--- src/rtl/cpu_pkg.sv ---
// Shared pipeline definitions: default field widths, the "no exception" code
// and the Tnew hazard-counter encoding used by every pipeline stage register.
package cpu_pkg;

   localparam int XLEN_DEF   = 32;
   localparam int RAW_DEF    = 5;
   localparam int TNEW_W_DEF = 2;
   localparam int EXC_W_DEF  = 5;
   localparam int CNT_W_DEF  = 16;

   localparam int EXC_NONE   = 0;

   // Tnew = number of cycles before the producing instruction's result can be forwarded.
   typedef enum logic [1:0] {
      TNEW_READY = 2'd0,
      TNEW_1     = 2'd1,
      TNEW_2     = 2'd2,
      TNEW_3     = 2'd3
   } tnew_e;

endpackage

--- src/rtl/tnew_dec.sv ---
// Saturating decrement of the Tnew hazard counter: ready (0) stays ready.
module tnew_dec
   import cpu_pkg::*;
#(
   parameter int W = TNEW_W_DEF
) (
   input  logic [W-1:0] i_tnew,
   output logic [W-1:0] o_tnew
);

   assign o_tnew = (i_tnew == W'(TNEW_READY)) ? W'(TNEW_READY) : (i_tnew - W'(1));

endmodule

--- src/rtl/pipe_stage_reg.sv ---
// Generic pipeline stage register (D/E, E/M, M/W differ only in parameters).
// Each edge does exactly one of: flush (bubble), stall (hold), load.
module pipe_stage_reg
   import cpu_pkg::*;
#(
   parameter int XLEN             = XLEN_DEF,
   parameter int RAW              = RAW_DEF,
   parameter int TNEW_W           = TNEW_W_DEF,
   parameter int DEC_TNEW         = 1,
   parameter int EXC_W            = EXC_W_DEF,
   parameter int KEEP_PC_ON_FLUSH = 1,
   parameter int CNT_W            = CNT_W_DEF
) (
   input  logic              clk,
   input  logic              reset,
   input  logic              stall,
   input  logic              flush,
   input  logic              valid_i,
   input  logic [XLEN-1:0]   instr_i,
   input  logic [XLEN-1:0]   pc8_i,
   input  logic [XLEN-1:0]   ao_i,
   input  logic [XLEN-1:0]   v2_i,
   input  logic [RAW-1:0]    a2_i,
   input  logic [RAW-1:0]    a3_i,
   input  logic              we_i,
   input  logic [TNEW_W-1:0] tnew_i,
   input  logic [EXC_W-1:0]  exc_i,
   input  logic              bd_i,
   output logic              valid_o,
   output logic [XLEN-1:0]   instr_o,
   output logic [XLEN-1:0]   pc8_o,
   output logic [XLEN-1:0]   ao_o,
   output logic [XLEN-1:0]   v2_o,
   output logic [RAW-1:0]    a2_o,
   output logic [RAW-1:0]    a3_o,
   output logic              we_o,
   output logic [TNEW_W-1:0] tnew_o,
   output logic [EXC_W-1:0]  exc_o,
   output logic              bd_o,
   output logic [CNT_W-1:0]  stall_cnt
);

   localparam logic [EXC_W-1:0] W_EXC_NONE = EXC_W'(EXC_NONE);

   logic              r_valid;
   logic [XLEN-1:0]   r_instr;
   logic [XLEN-1:0]   r_pc8;
   logic [XLEN-1:0]   r_ao;
   logic [XLEN-1:0]   r_v2;
   logic [RAW-1:0]    r_a2;
   logic [RAW-1:0]    r_a3;
   logic              r_we;
   logic [TNEW_W-1:0] r_tnew;
   logic [EXC_W-1:0]  r_exc;
   logic              r_bd;
   logic [CNT_W-1:0]  r_stall_cnt;

   logic [TNEW_W-1:0] w_tnew_dec;
   logic [TNEW_W-1:0] w_tnew_next;
   logic              w_we_next;
   logic              w_cnt_en;
   logic [XLEN-1:0]   w_pc8_bubble;
   logic              w_bd_bubble;

   tnew_dec #(.W(TNEW_W)) u_tnew_dec (
      .i_tnew (tnew_i),
      .o_tnew (w_tnew_dec)
   );

   assign w_tnew_next = (DEC_TNEW != 0) ? w_tnew_dec : tnew_i;

   // Writes to $0, from bubbles, or from excepting instructions must never retire.
   assign w_we_next = we_i & valid_i & (a3_i != '0) & (exc_i == W_EXC_NONE);

   assign w_pc8_bubble = (KEEP_PC_ON_FLUSH != 0) ? pc8_i : '0;
   assign w_bd_bubble  = (KEEP_PC_ON_FLUSH != 0) ? bd_i  : 1'b0;

   // Only stalls that actually hold a live instruction are counted; flush wins over stall.
   assign w_cnt_en = stall & ~flush & r_valid;

   always_ff @(posedge clk or negedge reset) begin
      if (!reset) begin
         r_valid <= 1'b0;
         r_instr <= '0;
         r_pc8   <= '0;
         r_ao    <= '0;
         r_v2    <= '0;
         r_a2    <= '0;
         r_a3    <= '0;
         r_we    <= 1'b0;
         r_tnew  <= '0;
         r_exc   <= '0;
         r_bd    <= 1'b0;
      end else if (flush) begin
         r_valid <= 1'b0;
         r_instr <= '0;
         r_pc8   <= w_pc8_bubble;
         r_ao    <= '0;
         r_v2    <= '0;
         r_a2    <= '0;
         r_a3    <= '0;
         r_we    <= 1'b0;
         r_tnew  <= '0;
         r_exc   <= '0;
         r_bd    <= w_bd_bubble;
      end else if (!stall) begin
         r_valid <= valid_i;
         r_instr <= instr_i;
         r_pc8   <= pc8_i;
         r_ao    <= ao_i;
         r_v2    <= v2_i;
         r_a2    <= a2_i;
         r_a3    <= a3_i;
         r_we    <= w_we_next;
         r_tnew  <= w_tnew_next;
         r_exc   <= exc_i;
         r_bd    <= bd_i;
      end
   end

   always_ff @(posedge clk or negedge reset) begin
      if (!reset) begin
         r_stall_cnt <= '0;
      end else if (w_cnt_en && (r_stall_cnt != '1)) begin
         r_stall_cnt <= r_stall_cnt + CNT_W'(1);
      end
   end

   assign valid_o   = r_valid;
   assign instr_o   = r_instr;
   assign pc8_o     = r_pc8;
   assign ao_o      = r_ao;
   assign v2_o      = r_v2;
   assign a2_o      = r_a2;
   assign a3_o      = r_a3;
   assign we_o      = r_we;
   assign tnew_o    = r_tnew;
   assign exc_o     = r_exc;
   assign bd_o      = r_bd;
   assign stall_cnt = r_stall_cnt;

endmodule

--- config.mk ---
export PLATFORM = sky130hd
export DESIGN_NAME = pipe_stage_reg
export DESIGN_NICKNAME = d
export VERILOG_FILES = /design/src/rtl/cpu_pkg.sv /design/src/rtl/tnew_dec.sv /design/src/rtl/pipe_stage_reg.sv
export SDC_FILE = /design/constraint.sdc
export NUM_CORES = 1
export LEC_CHECK = 0
export CORE_AREA = 2 2 133 135
export CTS_CLUSTER_DIAMETER = 80
export DETAILED_ROUTE_END_ITERATION = 8
export DIE_AREA = 0 0 135 137
export GPL_ROUTABILITY_DRIVEN = 0
export PLACE_DENSITY = 0.73
export SLEW_MARGIN = 20
export SYNTH_ARGS = -nofsm -noshare
export SYNTH_HDL_FRONTEND = slang
export SYNTH_SLANG_ARGS = --single-unit
--- constraint.sdc ---
create_clock -name clk -period 1.73 [get_ports clk]
set_input_delay 0.4325 -clock clk [delete_from_list [all_inputs] [get_ports clk]]
set_output_delay 0.4325 -clock clk [all_outputs]
set_load 0.005 [all_outputs]
==> flow_metrics.py <==
metrics = {
    "detailed_routing": {
        "drt_iter0_drc": 219,
        "wl_um": 19200,
        "avgRoutedWirePerCell_um": 17.1,
        "wl_met2_um": 9850,
        "wl_met1_um": 7490,
        "drc": 0,
        "highest_layer": "met4",
        "via_per_inst": 4.77,
        "vias": 5371,
        "antenna_left": 0,
        "wl_met3_um": 1510,
        "first_pass_iters": 4,
    },
    "cts": {
        "cts_root_buf": "clkbuf_16",
        "cts_tree": "yes",
        "cts_buffer_depth": 2,
        "cts.sinks": 164,
        "cts_made_buffers": 17,
        "clock_latency_ps": 410,
        "clk_pin_slew_worst_paths_ps": 70,
        "h-tree-depth": 4,
    },
    "pwr": {
        "p_leak_nw": 6.03,
        "power_frac_comb": 0.161,
        "swShare": 0.240,
        "total_power_mw": 9.86,
        "cellInternalPower_mw": 7.50,
        "ir_worst_vdd_v": 0.000645,
        "p_switching_mw": 2.37,
        "p_clk_frac": 0.411,
        "power_frac_seq": 0.428,
        "power_density_nw_per_um2": 890,
    },
    "worst_setup_path": {
        "worstPathMaxFanout": 2,
        "worstSetupStartpointType": "flip-flop",
        "r2r_slack_ps": 50,
        "crit_required_ps": 1300,
        "crit_start": "exc_o[0]",
        "rr_startpoint": "stall_cnt[0]",
        "max_stage_delay_ps": 510,
        "r2r_end": "stall_cnt[12]",
        "path_buf_inv": 1,
        "critPathArrivalTime_ps": 1270,
        "rr_worst_depth": 6,
        "setup.worst_path.end_class": "output port",
        "path_class": "flip-flop to output port",
        "crit_slowest_cell": "clkdlybuf4s50_1",
        "critPathTopFamily": "buffers and inverters",
        "crit_cells": 1,
        "crit_chain": "clkdlybuf4s50_1",
    },
    "sta": {
        "period_needed_ps": 1700,
        "finalSetupTns_ps": 0,
        "drv_slew": 0,
        "slew_headroom": 0.520,
        "worstMarginPinSlew_ps": 719,
        "setup_violations": 0,
        "fin_skew_ps": 6.90,
        "hold_violations": 0,
        "whs_ps": 440,
        "fin_crit_sh": 0.985,
        "rsz0062_at_grt": "yes",
        "fmax_ghz": 0.587,
    },
    "layout": {
        "final_area_um2": 11100,
        "fin_nets": 1041,
        "syn_to_final_growth_pct": 65.9,
        "diodes": 0,
        "finalNonFillerCells": 1126,
        "final_layout_size_suffix_gt1_frac": 0.148,
        "fillCellCount": 1327,
    },
    "synthesis": {
        "synthTopCellsByArea": "dfrtp_1, mux2i_1, nor2_1",
        "syn_area_um2": 6680,
        "syn_nets": 682,
        "ys_async_sr_fraction": 1.00,
        "synth_seq_area_share": 0.614,
        "synth.distinct_cells": 36,
        "yosysTopAreaCell": "dfrtp_1",
        "synth_top_area_frac": 0.614,
        "synth_seq_cells": 164,
        "ys_warn_count": 0,
        "syn_inst": 529,
        "synth_ff_type": "dfrtp_1",
        "syn_area_per_cell_um2": 12.6,
        "synth-edff-count": 0,
    },
    "global_route": {
        "grt_pass1_wl_um": 30100,
        "track_usage": 0.206,
        "grt_overflow": 0,
        "grt_pass1_vias": 5851,
        "antenna_found_initial": 0,
        "grt_max_degree": 71,
    },
    "floorplan": {
        "start_util": 0.392,
        "coreArea_um2": 17100,
        "die_h_um": 137,
        "die_x_um": 135,
        "pin_count": 316,
        "die-area_um2": 18500,
        "num_rows": 48,
    },
    "placement": {
        "dp.cells": 1066,
        "hpwl_um": 13800,
        "dpl_cell_area_um2": 10200,
        "port_buffers": 315,
    },
    "flow_run": {
        "max_cap_viol_count": 0,
    },
    "min_path": {
        "hold_path_class": "input pin to async pin",
    },
    "status": {
        "status": "finished clean",
    },
}
[flip-flops by register name (all words and copies together), names as in the netlist]
register and cells:
pc8_o 32, exc_o 5, instr_o 32, we_o 1, v2_o 32, tnew_o 2
valid_o 1, stall_cnt 16, bd_o 1, a2_o 5, ao_o 32, a3_o 5
[kinds of logic after synthesis]
| group | synth area share |
|---|---|
| AOI/OAI and AO/OA | 0.0101 |
| xor gates and xnor gates | 0.0131 |
| adders and majority gates | 0.00187 |
| buffers and inverters | 0.0234 |
| DFF | 0.614 |
| muxes | 0.229 |
| and+or+nand+nor | 0.108 |
[per-layer routing]
| layer | vias up | global-route usage |
|---|---|---|
| met5 | - | 0 |
| met4 | 0 | 0.0689 |
| met3 | 27 | 0.0637 |
| met2 | 210 | 0.362 |
| met1 | 2619 | 0.241 |
| li1 | 2515 | - |
[power groups by stage]
| stage | combinational, mW | clock, mW | sequential (mW) |
|---|---|---|---|
| 2_1_floorplan | 0.461 | 0 | 4.33 |
| 3_3_place_gp | 1.61 | 0 | 4.29 |
| 5_1_grt | 1.73 | 4.27 | 4.25 |
| 3_5_place_dp | 1.65 | 0 | 4.31 |
| 4_1_cts | 1.60 | 4.15 | 4.22 |
| 6_report | 1.59 | 4.06 | 4.22 |
[cell usage after synthesis (all sizes together), types with 2 or more instances]
cell type,n
mux2,36
inv,3
nor3b,2
nand2,10
clkbuf,13
a21oi,5
or3,2
nand4,6
buf,17
nor3,7
o21ai,3
nor4,3
xnor2,3
xor2,7
dfrtp,164
nor2,123
mux2i,112
nand3,3
[worst max-delay path by stage]
| stage | end | slack (ps) |
|---|---|---|
| final | exc_o[0] | 30 |
| after global routing | stall_cnt[10] | -40 |
| after CTS | pc8_o[22] | 0.07 |
| after detailed placement | stall_cnt[12] | -50 |
| after global placement | we_o | -10 |
| after floorplan | stall_cnt[12] | 70 |
[metrics by stage]
| step | util | worst slack (ps) |
|---|---|---|
| after floorplan | - | 72.5 |
| after global placement | 0.600 | -9.81 |
| after detailed placement | 0.600 | -46.4 |
| after CTS | 0.637 | 0.0698 |
| after global routing | 0.650 | -35.7 |
| final | 0.650 | 25.4 |
[timing repair]
action                                 CTS  global route
endpoints found under the hold margin   21             0
setup endpoints to repair              107            58
buffers inserted                        16            11
hold buffers                             1             0
resized for setup                      108            47
[cell usage in the layout, fill, tap and decap left out, drive strengths merged, types with 4 or more instances in the layout]
| cell type | synthesis | final |
|---|---|---|
| buf | 17 | 57 |
| clkbuf | 13 | 19 |
| dfrtp | 164 | 164 |
| mux2i | 112 | 112 |
| mux2 | 36 | 36 |
| dlymetal6s2s | 0 | 45 |
| nor3 | 7 | 7 |
| inv | 3 | 7 |
| clkdlybuf4s50 | 0 | 163 |
| bufinv | 0 | 4 |
| xor2 | 7 | 7 |
| nand4 | 6 | 6 |
| a21oi | 5 | 5 |
| dlygate4sd2 | 0 | 104 |
| nand2 | 10 | 10 |
| nor2 | 123 | 123 |
[layout make-up]
cell class	count	area, um^2	area share
tap	225	282	0.0254
inverter	3	11.3	0.00102
multi-input combinational	332	2430	0.220
clock buffer	19	433	0.0391
sequential	164	4110	0.371
clock inverter	13	199	0.0180
timing repair buffer	370	3610	0.326
No activity file was read; power rests on OpenSTA's default activity.
